==> config.mk <==
export PLATFORM = sky130hd
export DESIGN_NAME = axis_uart_tx
export DESIGN_NICKNAME = d
export VERILOG_FILES = /design/src/rtl/uart_pkg.sv /design/src/rtl/uart_baud_gen.sv /design/src/rtl/axis_uart_tx.sv
export SDC_FILE = /design/constraint.sdc
export NUM_CORES = 1
export LEC_CHECK = 0
export CORE_ASPECT_RATIO = 1.1
export CORE_UTILIZATION = 35
export CTS_CLUSTER_SIZE = 25
export DETAILED_ROUTE_END_ITERATION = 10
export PLACE_DENSITY = 0.58
export SETUP_SLACK_MARGIN = 0.4
export SYNTH_ARGS = -nofsm -noshare
export SYNTH_HDL_FRONTEND = slang
export SYNTH_SLANG_ARGS = --single-unit
export TNS_END_PERCENT = 100
==> constraint.sdc <==
create_clock -name clk -period 4.4 [get_ports clk]
set_input_delay 0.88 -clock clk [delete_from_list [all_inputs] [get_ports clk]]
set_output_delay 0.88 -clock clk [all_outputs]
set_load 0.02 [all_outputs]
==> src/rtl/uart_pkg.sv <==
// Shared UART definitions: transmitter state encoding,
// frame-format limits and baud divisor rounding.
package uart_pkg;

  typedef enum logic [2:0] {
    IDLE,
    START,
    DATA,
    PARITY,
    STOP
  } uart_tx_state_e;

  localparam int DATA_BITS_MIN = 5;
  localparam int DATA_BITS_MAX = 9;
  localparam int STOP_BITS_MIN = 1;
  localparam int STOP_BITS_MAX = 2;

  // Nearest-integer divisor so the bit period error stays below half a clock.
  function automatic int calc_clks_per_bit(int clk_hz, int baud);
    return (clk_hz + baud / 2) / baud;
  endfunction

endpackage

==> src/rtl/uart_baud_gen.sv <==
// Restartable bit-period counter; tick marks the last clock of each bit.
// Shared between the UART transmitter and receiver.
module uart_baud_gen #(
  parameter int CLKS_PER_BIT = 10
) (
  input  logic clk,
  input  logic rst,
  input  logic restart,
  input  logic enable,
  output logic tick
);

  localparam int CW = (CLKS_PER_BIT > 1) ? $clog2(CLKS_PER_BIT) : 1;
  localparam logic [CW-1:0] LAST = CW'(CLKS_PER_BIT - 1);

  logic [CW-1:0] cnt_q, cnt_d;

  assign tick = enable && (cnt_q == LAST);

  always_comb begin
    cnt_d = cnt_q;
    if (restart) begin
      cnt_d = '0;
    end else if (tick) begin
      cnt_d = '0;
    end else if (enable) begin
      cnt_d = cnt_q + 1'b1;
    end
  end

  always_ff @(posedge clk or posedge rst) begin
    if (rst) begin
      cnt_q <= '0;
    end else begin
      cnt_q <= cnt_d;
    end
  end

endmodule

==> src/rtl/axis_uart_tx.sv <==
// AXI-Stream byte sink that serialises each accepted word as a UART frame.
// Ready is held low for the whole frame; tx comes straight from a flop.
module axis_uart_tx
  import uart_pkg::*;
#(
  parameter int CLK_FREQ_HZ = 50_000_000,
  parameter int BAUD_RATE   = 115_200,
  parameter int DATA_BITS   = 8,
  parameter int PARITY_EN   = 0,
  parameter int PARITY_ODD  = 0,
  parameter int STOP_BITS   = 1
) (
  input  logic                 clk,
  input  logic                 rst,
  input  logic                 s_valid,
  output logic                 s_ready,
  input  logic [DATA_BITS-1:0] s_data,
  output logic                 tx,
  output logic                 busy
);

  localparam int CPB = calc_clks_per_bit(CLK_FREQ_HZ, BAUD_RATE);
  localparam logic [3:0] LAST_DATA = 4'(DATA_BITS - 1);
  localparam logic [3:0] LAST_STOP = 4'(STOP_BITS - 1);

  if (CPB < 2) begin : g_bad_cpb
    $error("axis_uart_tx: CLKS_PER_BIT must be at least 2");
  end
  if (DATA_BITS < DATA_BITS_MIN || DATA_BITS > DATA_BITS_MAX) begin : g_bad_db
    $error("axis_uart_tx: DATA_BITS out of range");
  end
  if (STOP_BITS < STOP_BITS_MIN || STOP_BITS > STOP_BITS_MAX) begin : g_bad_sb
    $error("axis_uart_tx: STOP_BITS must be 1 or 2");
  end

  uart_tx_state_e state_q, state_d;
  logic [DATA_BITS-1:0] sh_q, sh_d;
  logic [3:0] bit_q, bit_d;
  logic par_q, par_d;
  logic tx_q, tx_d;
  logic busy_q, busy_d;
  logic rdy_q, rdy_d;
  logic transfer, tick, baud_en;

  assign transfer = s_valid && rdy_q;
  assign baud_en  = (state_q != IDLE);

  uart_baud_gen #(
    .CLKS_PER_BIT(CPB)
  ) u_baud (
    .clk    (clk),
    .rst    (rst),
    .restart(transfer),
    .enable (baud_en),
    .tick   (tick)
  );

  always_comb begin
    state_d = state_q;
    sh_d    = sh_q;
    bit_d   = bit_q;
    par_d   = par_q;
    tx_d    = tx_q;
    busy_d  = busy_q;
    rdy_d   = rdy_q;
    unique case (state_q)
      IDLE: begin
        rdy_d = 1'b1;
        if (transfer) begin
          state_d = START;
          sh_d    = s_data;
          par_d   = (^s_data) ^ (PARITY_ODD != 0);
          bit_d   = '0;
          tx_d    = 1'b0;
          busy_d  = 1'b1;
          rdy_d   = 1'b0;
        end
      end
      START: begin
        if (tick) begin
          state_d = DATA;
          tx_d    = sh_q[0];
        end
      end
      DATA: begin
        if (tick) begin
          if (bit_q == LAST_DATA) begin
            bit_d = '0;
            if (PARITY_EN != 0) begin
              state_d = PARITY;
              tx_d    = par_q;
            end else begin
              state_d = STOP;
              tx_d    = 1'b1;
            end
          end else begin
            bit_d = bit_q + 1'b1;
            sh_d  = sh_q >> 1;
            tx_d  = sh_q[1];
          end
        end
      end
      PARITY: begin
        if (tick) begin
          state_d = STOP;
          tx_d    = 1'b1;
        end
      end
      STOP: begin
        if (tick) begin
          if (bit_q == LAST_STOP) begin
            state_d = IDLE;
            bit_d   = '0;
            busy_d  = 1'b0;
            rdy_d   = 1'b1;
          end else begin
            bit_d = bit_q + 1'b1;
          end
        end
      end
      default: state_d = IDLE;
    endcase
  end

  always_ff @(posedge clk or posedge rst) begin
    if (rst) begin
      state_q <= IDLE;
      sh_q    <= '0;
      bit_q   <= '0;
      par_q   <= 1'b0;
      tx_q    <= 1'b1;
      busy_q  <= 1'b0;
      rdy_q   <= 1'b0;
    end else begin
      state_q <= state_d;
      sh_q    <= sh_d;
      bit_q   <= bit_d;
      par_q   <= par_d;
      tx_q    <= tx_d;
      busy_q  <= busy_d;
      rdy_q   <= rdy_d;
    end
  end

  assign tx      = tx_q;
  assign busy    = busy_q;
  assign s_ready = rdy_q;

endmodule
# Yosys cells after proc, flatten, opt, wreduce, memory -nomap -nowiden
# Index checks and enable logic that the tools add are counted.
# word_totals
reg_bits,27
latchBits,0
ram_bits,0
rom_bits,0
input_bits,11
output_inout_bits,3
word_cells,74
n_memories,0
# classes
n_addsub,2
n_mul,0
n_div,0
n_lt_le_gt_ge,0
eq_ne,14
shifts,0
mux,35
bitwise_logic,0
reduce_logical,16
# op_table
cell,n
$mux 9,3
$mux 8,3
$mux 3,7
$mux 4,5
$ne 2x2->1 const B,8
$pmux 8 s2,1
$pmux 3 s5,1
$pmux 4 s3,1
$reduce_and 4->1,3
$mux 1,11
$add 9x1->9 const B,1
$eq 9x9->1 const B,1
$reduce_bool 3->1,3
$reduce_and 7->1,1
$eq 3x2->1 const B,2
$reduce_and 5->1,1
$add 4x1->4 const B,1
$eq 4x3->1 const B,1
$logic_not 4->1,1
$pmux 1 s2,2
$pmux 1 s4,1
$reduce_bool 2->1,2
$reduce_bool 4->1,1
$eq 3x1->1 const B,1
4 further kinds,5

# Logic depth before layout (Yosys ltp)
# logic_depth
depth_word,4
ltp_mapped,6
mapped_depth_nobuf,6

# Cells and area by module
# Synthesis repeated with hierarchy kept, for this count alone.
# hier_totals
cells_unflattened,155
hier_area_um2,1521.5
# by_module_without_submodules
mod,n_inst,cells_each,area_per_inst_um2,seq_area_each_um2
axis_uart_tx,1,104,1026.0,451.7
uart_baud_gen,1,51,495.5,225.2

# Worst setup path after synthesis
# Ideal clock, no wire load.
# synth_path
path_kind,input-to-reg
start,input port s_valid
end,register bit_q[2]
arrival_ns,1.907
path_slack_ns,2.369
stages,5
cell_sequence,and2_1 clkbuf_1 a32oi_1 or2_2 a211o_1
# synth_via
elab_chain_len,3
# synth_lines
element,line_no,source
start: declaration,axis_uart_tx.sv:15,"input logic s_valid,"
$logic_and 1x1->1,axis_uart_tx.sv:45,assign transfer = s_valid && rdy_q;
$ne 2x2->1 (no source line),-,
$reduce_and 4->1 (no source line),-,
end signal: assignment,axis_uart_tx.sv:137,bit_q <= bit_d;
end: declaration,axis_uart_tx.sv:38,"logic [3:0] bit_q, bit_d;"
# No other way between the ends.
# A chain may end at the register's enable or synchronous reset.

# Final worst setup path
# Ends and elaborated chain as after synthesis.

==> impl_results.md <==
- Final wirelength: 3.01 mm
- Vias in the first global route: 1,183
- Ports: 14
- Crit end category: flip-flop
- Dpl hpwl: between 2 and 2.5 mm
- Worst path max stage delay: roughly 500 ps
- EDFF count, synth: 0
- Hold Fails Final Rpt: 0
- Worst path cell trace: clkdlybuf4s50_1 -> and2_1 -> a32oi_1 -> or2_2 -> a211o_1
- Flop pwr share: 0.531
- Final ANT Viol Nets: 0
- Rel. slew slack: 0.278
- Setup_tns: 0 ps
- Async S/R FF share, synth: 1.00
- Hold Buf Count CTS: 0
- WS Path Type: primary input to flip-flop
- # rows: 24
- Sw Pwr: roughly 0.22 mW
- Sink Count: 27
- CP max FO: 7
- Chip Height: 71.0 µm
- Drt initial violations: 72
- Min Tclk post-route: ~2400 ps
- Cts bufs inserted: 3
- Skew final: between 10 and 15 ps
- Area Overhead vs Synth: 15.2%
- Initial antenna violation count: 0
- Crit path launch: s_valid
- Sequential cell area: around 680 µm²
- Pwr Total: 0.691 mW
- Total of max-cap violations: 0
- Port bufs: 13
- Net count, final: 176
- Pint: 0.469 mW
- Post-CTS Setup Inserts: 0
- Crit start category: primary input
- Crit path arrival time: between 2000 and 3000 ps
- Yosys cell types: between 40 and 50
- Gate count of the mapped netlist: about 150
- # DRC: 0
- CTS root buffer: clkbuf_8
- Switching share of power: 0.321
- Hold crit path type: flip-flop to flip-flop
- Initial Util: 0.373
- Min-delay src: sh_q[5]$_DFFE_PP0P_
- Top FF cell, synth: dfrtp_1
- Top cell type's share of synthesized area: 0.430
- Sequential-to-total area share from yosys stat: 0.447
- Max Fclk: roughly 0.42 GHz
- Crit-path leading delay family: simple AND/OR/NAND/NOR gates
- Multi-input logic area: about 800 µm²
- Post-synth top area cell: dfrtp_1
- RSZ-0062 raised after global routing: no
- Outcome: completed
- Clock Tree Buf Depth: 2
- Max Slew Vio Count: 0
- Syn Nets: about 160
- Post-cts resize count: 0
- Buf/Inv on CP: 1
- Peak supply drop: 0.000134 V
- Required @ worst endpoint: 4580 ps
- Global route overflow: 0
- Routability cong.: about 0.80
- Vias post-DR: approximately 1.1k
- Mapped Avg Cell Area: between 10 and 15 µm²
- Synth Cell Area: roughly 0.0015 mm²
- Die Span X: 64.7 µm
- Share of layout cells above drive strength 1: 0.125
- Clk network pwr share: 0.211
- Ys Warns: 0
- First-pass GRT wire length: 5.53 mm
- Clk slew on worst S/H paths: ~100 ps
- Clk Latency, worst-skew pair: between 200 and 300 ps
- P_leak: 0.697 nW
- Worst Max-Slew Pin Slew: 1080 ps
- # diodes: 0
- Final setup vio count: 0
- Total GRT Usage: 0.151
- Tcrit/Tclk final: 0.538
- Crit-path slowest cell: clkdlybuf4s50_1
- Comb pwr share: 0.258
- Largest net degree at the start of global routing: 28
- Area contributors post-synth: dfrtp_1 43%, mux2_1 5.2%, mux2_2 5.2%
- Synthesized flop and latch total: 27
- PD cells: about 400 mW/mm²
- Vias per cell: 5.38
- Avg WL per Cell: between 10 and 15 µm
- Die ar.: roughly 0.0046 mm²
- Layout fillers: around 400
- Core footprint: just over 0.004 mm²
- H-tree lvl count: 1
- R2r startpoint: u_baud.cnt_q[1]$_DFFE_PP0P_
- CTS tree: built
- First-pass iteration count of the detailed router: 4
cells in the mapped netlist, types with 2 or more instances:
library cell	n
a21o_1	2
a21oi_1	7
a31o_2	2
and2_1	2
buf_2	2
clkbuf_1	3
dfrtp_1	26
ha_1	4
inv_1	5
mux2_1	7
mux2_2	7
nand2_1	6
nand2b_1	3
nand3_1	4
nor2_1	12
nor3_1	3
nor3b_1	3
nor4b_1	3
o21ai_0	8
or2_2	2
or3_1	5
xnor2_1	4
final timing paths:
path	end	slack (ps)	depth (start not counted)
max	bit_q[2]$_DFFE_PP0P_	2030	5
min	sh_q[5]$_DFFE_PP0P_	490	1
max reg2reg	sh_q[1]$_DFFE_PP0P_	2290	6
min reg2reg	sh_q[5]$_DFFE_PP0P_	490	1
max in group asynchronous	state_q[0]$_DFFE_PP0P_	2580	2
min in group asynchronous	sh_q[6]$_DFFE_PP0P_	1160	2
area by class of cell:
| class | instances | share of cell area |
|---|---|---|
| multi-input combinational | 110 | 0.457 |
| sequential | 27 | 0.388 |
| timing repair buffer | 14 | 0.0789 |
| tap | 52 | 0.0373 |
| clock buffer | 3 | 0.0237 |
| inverter | 5 | 0.0108 |
| clock inverter | 1 | 0.00430 |
flip-flops by register name, summed over array words and instances, names as in the netlist:
name          cells
busy              1
u_baud.cnt_q      9
bit_q             4
s_ready           1
tx                1
sh_q              8
state_q           3
cells in the final DEF, fill, tap and decap left out, types with 4 or more instances in the layout:
cell	Yosys	routed
dfrtp_1	26	26
clkdlybuf4s50_1	0	13
mux2_2	7	7
a21oi_1	7	7
o21ai_0	8	8
xnor2_1	4	4
nor2_1	12	12
nand3_1	4	4
inv_1	5	5
ha_1	4	4
or3_1	5	5
nand2_1	6	6
mux2_1	7	7
cell families after synthesis:
| kind of cell | after synthesis | synth area share |
|---|---|---|
| AOI/OAI and AO/OA | 34 | 0.155 |
| xor gates and xnor gates | 5 | 0.0289 |
| adders and majority gates | 4 | 0.0331 |
| buffers and inverters | 10 | 0.0264 |
| DFF | 27 | 0.447 |
| muxes | 14 | 0.104 |
| and+or+nand+nor | 53 | 0.206 |
power by group through the flow:
stage	combinational (mW)	sequential (mW)	clock [mW]
6_report	0.178	0.367	0.146
5_1_grt	0.204	0.381	0.161
4_1_cts	0.182	0.368	0.153
3_5_place_dp	0.181	0.373	0
3_3_place_gp	0.175	0.370	0
2_1_floorplan	0.126	0.362	0
metrics by stage:
step,setup slack [ps],hold slack [ps],util,instances,instance area [µm²]
2_1_floorplan,2370,452,-,147,1510
3_3_place_gp,1750,463,0.418,208,1700
3_5_place_dp,1750,473,0.418,208,1700
4_1_cts,2050,498,0.430,212,1740
5_1_grt,1890,536,0.430,212,1740
6_report,2030,490,0.430,212,1740
routing by layer:
layer / share of wire / global-route usage / vias up
met4: 0.0063 / 0.0543 / 0
met2: 0.48 / 0.231 / 13
li1: - / - / 570
met5: 0 / 0 / -
met3: 0.022 / 0.0274 / 2
met1: 0.49 / 0.212 / 556
worst register-to-register path, cell delays in order (launching register included):
cell	delay, ps
dfrtp_1	450
inv_1	80
ha_1	150
and4b_1	290
nand2_1	220
o21ai_2	430
mux2_1	370
(Power assumes the default switching activity.)
